File: config.mk
export PLATFORM = sky130hd
export DESIGN_NAME = data_mem_responder
export DESIGN_NICKNAME = d
export VERILOG_FILES = /design/src/rtl/data_mem_responder.sv
export SDC_FILE = /design/constraint.sdc
export NUM_CORES = 2
export LEC_CHECK = 0
export ABC_AREA = 1
export CORE_UTILIZATION = 30
export CTS_BUF_LIST = sky130_fd_sc_hd__clkbuf_2
export DETAILED_ROUTE_END_ITERATION = 8
export PLACE_DENSITY = 0.55
export SYNTH_ARGS = -nofsm -noshare
export SYNTH_HDL_FRONTEND = slang
export SYNTH_SLANG_ARGS = --single-unit
File: constraint.sdc
create_clock -name clk -period 3.1 [get_ports clk]
set_clock_uncertainty 0.1 [all_clocks]
set_input_delay 0.62 -clock clk [delete_from_list [all_inputs] [get_ports clk]]
set_output_delay 0.62 -clock clk [all_outputs]
set_load 0.05 [all_outputs]
File: src/rtl/data_mem_responder.sv
`default_nettype none
// ============================================================================
// Module      : data_mem_responder
// Description : Single-outstanding load/store responder backed by a
//               little-endian doubleword memory with fixed response latency.
// Revision    : 1.0 - initial release
// ============================================================================
module data_mem_responder #(
    parameter int LATENCY = 2,
    parameter int DEPTH   = 32
) (
    input  logic        clk,
    input  logic        reset,
    input  logic        req_valid,
    output logic        req_ready,
    input  logic        req_we,
    input  logic [63:0] req_addr,
    input  logic [1:0]  req_size,
    input  logic        req_unsigned,
    input  logic [63:0] req_wdata,
    output logic        rsp_valid,
    input  logic        rsp_ready,
    output logic [63:0] rsp_rdata,
    output logic        rsp_err
);

    localparam int         c_idx_w    = $clog2(DEPTH);
    localparam logic [3:0] c_cnt_init = 4'(LATENCY - 1);

    typedef enum logic [1:0] {
        IDLE = 2'd0,
        WAIT = 2'd1,
        RESP = 2'd2
    } state_t;

    state_t      r_state;
    state_t      w_state_next;
    logic [3:0]  r_cnt;
    logic        r_we;
    logic        r_uns;
    logic [1:0]  r_size;
    logic [63:0] r_addr;
    logic [63:0] r_wdata;
    logic [63:0] r_rdata;
    logic        r_err;
    logic [63:0] r_mem [DEPTH];

    logic        w_accept;
    logic        w_enter_resp;
    logic        w_op_we;
    logic        w_op_uns;
    logic [1:0]  w_op_size;
    logic [63:0] w_op_addr;
    logic [63:0] w_op_wdata;
    logic [c_idx_w-1:0] w_idx;
    logic        w_oor;
    logic        w_mis;
    logic        w_bad;
    logic [63:0] w_word;
    logic [63:0] w_rd_sh;
    logic [63:0] w_load_ext;
    logic [7:0]  w_size_mask;
    logic [7:0]  w_bmask;
    logic [63:0] w_wd_sh;
    logic [63:0] w_merged;

    always_ff @(posedge clk or negedge reset) begin
        if (!reset) r_state <= IDLE;
        else        r_state <= w_state_next;
    end

    always_comb begin
        w_state_next = r_state;
        req_ready    = 1'b0;
        rsp_valid    = 1'b0;
        case (r_state)
            IDLE: begin
                req_ready = reset;
                if (req_valid) w_state_next = (LATENCY == 1) ? RESP : WAIT;
            end
            WAIT: if (r_cnt == 4'd1) w_state_next = RESP;
            RESP: begin
                rsp_valid = 1'b1;
                if (rsp_ready) w_state_next = IDLE;
            end
            default: w_state_next = IDLE;
        endcase
    end

    assign w_accept     = (r_state == IDLE) && req_valid;
    assign w_enter_resp = (w_state_next == RESP) && (r_state != RESP);

    // With LATENCY=1 the commit happens on the acceptance edge, so use live inputs.
    assign w_op_we    = (r_state == IDLE) ? req_we       : r_we;
    assign w_op_uns   = (r_state == IDLE) ? req_unsigned : r_uns;
    assign w_op_size  = (r_state == IDLE) ? req_size     : r_size;
    assign w_op_addr  = (r_state == IDLE) ? req_addr     : r_addr;
    assign w_op_wdata = (r_state == IDLE) ? req_wdata    : r_wdata;

    assign w_idx  = w_op_addr[3 +: c_idx_w];
    assign w_oor  = |w_op_addr[63:3+c_idx_w];
    assign w_bad  = w_oor || w_mis;
    assign w_word = r_mem[w_idx];

    always_comb begin
        w_mis       = 1'b0;
        w_size_mask = 8'h01;
        case (w_op_size)
            2'd0: begin w_mis = 1'b0;                 w_size_mask = 8'h01; end
            2'd1: begin w_mis = w_op_addr[0];         w_size_mask = 8'h03; end
            2'd2: begin w_mis = |w_op_addr[1:0];      w_size_mask = 8'h0F; end
            default: begin w_mis = |w_op_addr[2:0];   w_size_mask = 8'hFF; end
        endcase
    end

    assign w_rd_sh = w_word >> {w_op_addr[2:0], 3'b000};

    always_comb begin
        w_load_ext = w_rd_sh;
        case (w_op_size)
            2'd0: w_load_ext = w_op_uns ? {56'd0, w_rd_sh[7:0]}
                                        : {{56{w_rd_sh[7]}}, w_rd_sh[7:0]};
            2'd1: w_load_ext = w_op_uns ? {48'd0, w_rd_sh[15:0]}
                                        : {{48{w_rd_sh[15]}}, w_rd_sh[15:0]};
            2'd2: w_load_ext = w_op_uns ? {32'd0, w_rd_sh[31:0]}
                                        : {{32{w_rd_sh[31]}}, w_rd_sh[31:0]};
            default: w_load_ext = w_rd_sh;
        endcase
    end

    assign w_bmask = w_size_mask << w_op_addr[2:0];
    assign w_wd_sh = w_op_wdata << {w_op_addr[2:0], 3'b000};

    always_comb begin
        w_merged = w_word;
        for (int b = 0; b < 8; b++) begin
            if (w_bmask[b]) w_merged[8*b +: 8] = w_wd_sh[8*b +: 8];
        end
    end

    always_ff @(posedge clk or negedge reset) begin
        if (!reset) begin
            r_cnt   <= 4'd0;
            r_we    <= 1'b0;
            r_uns   <= 1'b0;
            r_size  <= 2'd0;
            r_addr  <= 64'd0;
            r_wdata <= 64'd0;
            r_rdata <= 64'd0;
            r_err   <= 1'b0;
            for (int i = 0; i < DEPTH; i++) r_mem[i] <= 64'd0;
        end else begin
            if (w_accept) begin
                r_we    <= req_we;
                r_uns   <= req_unsigned;
                r_size  <= req_size;
                r_addr  <= req_addr;
                r_wdata <= req_wdata;
                r_cnt   <= c_cnt_init;
            end else if (r_state == WAIT) begin
                r_cnt <= r_cnt - 4'd1;
            end

            if (w_enter_resp) begin
                r_err   <= w_bad;
                r_rdata <= (!w_op_we && !w_bad) ? w_load_ext : 64'd0;
                if (w_op_we && !w_bad) r_mem[w_idx] <= w_merged;
            end else if (r_state == RESP && rsp_ready) begin
                r_rdata <= 64'd0;
                r_err   <= 1'b0;
            end
        end
    end

    assign rsp_rdata = r_rdata;
    assign rsp_err   = r_err;

endmodule
`default_nettype wire

==> summary.md <==
For the last weighted congestion value of the routability-driven placer, the log shows 0.963. The clock sink total came out at 2251. The max-capacitance violation count is 0, and the maximum number of pins on one net before global-route repair is 134. The startpoint identified for the worst register-to-register timing path is r_state[1]. VDD sags by at most 1060 uV.

For the pin with the worst max-slew slack, the measured transition is 0.905 ns. Clock edge transition at the registers on the reported setup and hold paths: 0.13 ns. The run gives 0 as the number of nets with antenna violations after detailed routing. After detailed placement, the design holds a cell count of 19800. The tools report the post-route worst hold slack as 0.388 ns. The count of final setup violators is 2173. The number of rows in the core area is 221, and the count of yosys warnings during synthesis is 0.

The utilization after layout is 0.402, and the placeable core region is 0.363 mm^2. In this run, synthesis inferred 0 flip-flops with an integrated enable. The tools report the starting density of the core as 0.302. The clock reaches the later pin of the worst-skew pair after 1.86 ns. Dividing the detail-routed via count by the number of cells gives 4.92. The tools report the max-slew violation total from the final report as 0. For the count of endpoints failing hold in the final timing report, the log shows 0. The number of cells on the worst reg-to-reg path is 17.

The run finished, with violations left. Achievable frequency: 268 MHz. The worst path in the final design needs a cycle of 3.74 ns, including I/O delays and setup. Sorting the synthesized cells by area gives the leading types as dfrtp_1 51%, nand2_1 17%, o21ai_1 7.7%, inv_1 7.5%, o21ai_0 3.5%. Buffers inserted during clock tree synthesis total 610. The worst setup path is launched from a register. Synthesis handed over a netlist of 14600 instances. The run gives -0.64 ns as the setup slack on the worst flop-to-flop path. The number of antenna violations at the first check in global routing came out at 39. The clock passes through at most 4 buffers. For this design the static power due to leakage is 73.4 nW.

Total number of H-tree levels: 6. The fraction of final layout cells sized beyond drive strength 1 came out at 0.184. The total overflow left after global routing is 0.

The final clock period utilization by the worst path was 1.21; the fill cell instance count of the final layout was 36700. Setup repair after global routing could not meet its margin everywhere. In this run, distinct cell masters in the synthesized netlist total 47. In this run the vertical extent of the chip is 607 um. From synthesis to final layout, the design area changed by 32.9%. The run gives -0.636 ns as the minimum setup slack in the final design. For the filler-free cell count of the finished design, the log shows 21600.

Largest area contributor in the synthesized netlist: dfrtp_1. In the final design database the tool counted 16500 nets. The pre-antenna-repair detailed-routing pass consisted of 6 iterations. The die area came out at 0.369 mm^2. The fraction of synthesis flops using an asynchronous set or reset pin was 1.00. The aggregate routed wire length was 470000 um. The tools report the total nets after synthesis as 14700. The first global-routing pass estimated 671000 um of wire. The endpoint identified for the worst register-to-register timing path is r_mem[1395].

The summed instance area of the synthesized netlist is 0.110 mm^2, and the signal arrival time at the worst endpoint is 5.30 ns. The leading register cell type out of synthesis is dfrtp_1. The via total after detailed routing came out at 106000.

The area fraction of the dominant cell type after synthesis was 0.513. The root buffer cell chosen for the clock tree is clkbuf_2. The worst-case headroom to the max-slew limit came out at 0.396. TritonCTS built the clock tree.

Port buffering added 202 buffers. The post-detailed-route wirelength per cell works out to 21.8 um. The required arrival time at the worst endpoint was 4.66 ns. Synthesis-stage register bit count: 2251. The die is 607 um wide. STA classifies the critical path endpoint as a register. In the final timing run, aggregate negative setup slack is -945.04 ns. Pin placement for this block handled 203 I/O pins. The tools report the critical hold path startpoint as rsp_rdata[51]. The tools report the number of DRC markers in iteration 0 as 11400. The checks that failed: setup timing. The worst hold path passes through 2 cells.

The worst hold path terminates at rsp_rdata[51]. After synthesis, the mean cell area works out to 7.53 um^2. The worst hold path belongs to the class register to register.

The all-layer global routing usage was 0.239; the total chip power was 137 mW. The power per cell area came out at 941 mW/mm^2. Critical path start-end classification: register to register.

The tools report the sequential area share after synthesis as 0.513. Of all nets on the critical path, the largest fanout is 8. In the routed design, unresolved DRC markers number 0. Detailed placement finished with a half-perimeter wire length of 290000 um. The tools report the number of global-route vias before repair as 101000.
timing repair:
item | 4_1_cts | 5_1_grt
gates resized for setup | 617 | 391
pin swaps | 27 | 63
setup buffers | 175 | 124
endpoints found under the setup margin | 2179 | 2179
gates cloned | 41 | 59
hold buffers | 413 | 0
hold endpoints to repair | 2551 | 0
where the power goes:
part / total (mW) / internal (mW) / switching, mW
clock: 22.7 / 9.31 / 13.4
sequential: 30.8 / 30.2 / 0.612
combinational: 83.9 / 30.7 / 53.2
total: 137 / 70.2 / 67.2
layer usage:
metal | wire length, um | global-route usage | part of all wire | up-vias
met3 | 41400 | 0.0419 | 0.088 | 1157
li1 | - | - | - | 49300
met5 | 112 | 0 | 0.00024 | -
met1 | 197000 | 0.328 | 0.42 | 50900
met4 | 23100 | 0.102 | 0.049 | 16
met2 | 208000 | 0.371 | 0.44 | 4911
cells in the mapped netlist, types with 2 or more instances:
| master | instances |
|---|---|
| inv_2 | 9 |
| o41ai_1 | 5 |
| clkbuf_1 | 194 |
| nand4_1 | 265 |
| nand2_4 | 2 |
| a31oi_2 | 6 |
| o31ai_1 | 2 |
| nand2_2 | 9 |
| nor4_1 | 18 |
| o221ai_1 | 23 |
| nand2_1 | 5089 |
| or2_1 | 3 |
| o22ai_1 | 225 |
| inv_1 | 2209 |
| nor3_2 | 31 |
| mux2_2 | 27 |
| nor2_2 | 5 |
| buf_6 | 11 |
| nand3_2 | 2 |
| nand3_1 | 256 |
| nor3_1 | 15 |
| buf_2 | 741 |
| o21ai_2 | 36 |
| a22oi_1 | 10 |
| dfrtp_1 | 2251 |
| buf_4 | 64 |
| o21ai_0 | 777 |
| ha_1 | 2 |
| or2_2 | 2 |
| buf_1 | 58 |
| clkinv_1 | 3 |
| o211ai_1 | 5 |
| nor2_1 | 332 |
| nor2_4 | 4 |
| a21oi_1 | 201 |
| o21ai_1 | 1691 |
worst max-delay path, cell delays in order (launching register included):
cell	delay, ns
dfrtp_2	0.48
nor2_4	0.16
buf_12	0.16
buf_8	0.14
buf_6	0.11
nand3_2	0.06
o41ai_2	0.21
buf_4	0.24
nand3_4	0.11
nor3_4	0.26
nand3_4	0.13
buf_8	0.18
buf_16	0.17
nor3_4	0.25
buf_12	0.24
buf_12	0.19
clkbuf_16	0.22
o21ai_1	0.07
state kept, by name (all words and copies together) (netlist names):
name and cells:
r_cnt 4, r_wdata 64, r_mem 2048, r_state 2, rsp_rdata 64, r_size 2, rsp_err 1, r_uns 1
r_addr 64, r_we 1
how the worst max path moves through the flow:
stage,start,to,slack [ns],depth (start not counted)
CTS,r_state[1],req_ready,-0.69,5
detailed placement,req_addr[3],rsp_rdata[16],-1.34,21
global route,r_state[0],r_mem[1380],-0.76,17
floorplan,req_addr[3],r_mem[1413],0.34,16
global placement,req_addr[3],rsp_rdata[16],-1.36,21
finish,r_state[1],r_mem[1395],-0.64,17
layout make-up:
| type | count | area (um^2) | share of cell area |
|---|---|---|---|
| Inverter | 2221 | 8350 | 0.0571 |
| Antenna cell | 31 | 77.6 | 0.000531 |
| Timing Repair Buffer | 2230 | 28100 | 0.192 |
| Clock buffer | 915 | 4580 | 0.0313 |
| Multi-Input combinational cell | 9055 | 41700 | 0.285 |
| Sequential cell | 2251 | 56400 | 0.386 |
| Clock inverter | 100 | 950 | 0.00650 |
| Tap cell | 4794 | 6000 | 0.0411 |
kinds of logic (layout without fill, tap and decap cells):
kind of cell               count (synthesis)  in the layout  share of synthesized area
muxes                                     27             27                    0.00277
buffers and inverters                   3289           5466                      0.124
AOI/OAI and AO/OA                       2990           2990                      0.142
and+or+nand+nor                         6034           6035                      0.218
DFF                                     2251           2251                      0.513
other                                      0             31                          0
adders and majority gates                  2              2                   0.000228
xor gates and xnor gates                   1              1                  0.0000797
placed cells by master, fill, tap and decap left out, types with 68 or more instances in the layout:
cell,synthesis,routed
o21ai_1,1691,1702
buf_4,64,852
o21ai_0,777,719
inv_1,2209,2205
o22ai_1,225,216
o21ai_2,36,70
buf_12,0,528
dfrtp_1,2251,2228
nand3_1,256,240
clkbuf_2,0,915
dlygate4sd3_1,0,411
nand4_1,265,265
nand2_1,5089,4982
buf_16,0,68
clkdlybuf4s50_1,0,134
nand2_2,9,89
nor2_1,332,259
buf_6,11,118
a21oi_1,201,185
metrics by stage:
stage / worst slack (ns) / instance area (um^2)
after CTS: -0.686 / 142000
after global placement: -1.36 / 128000
after global routing: -0.757 / 146000
final: -0.636 / 146000
after floorplan: 0.342 / 110000
after detailed placement: -1.34 / 128000
Note: power is estimated with default switching activity, not from simulation.
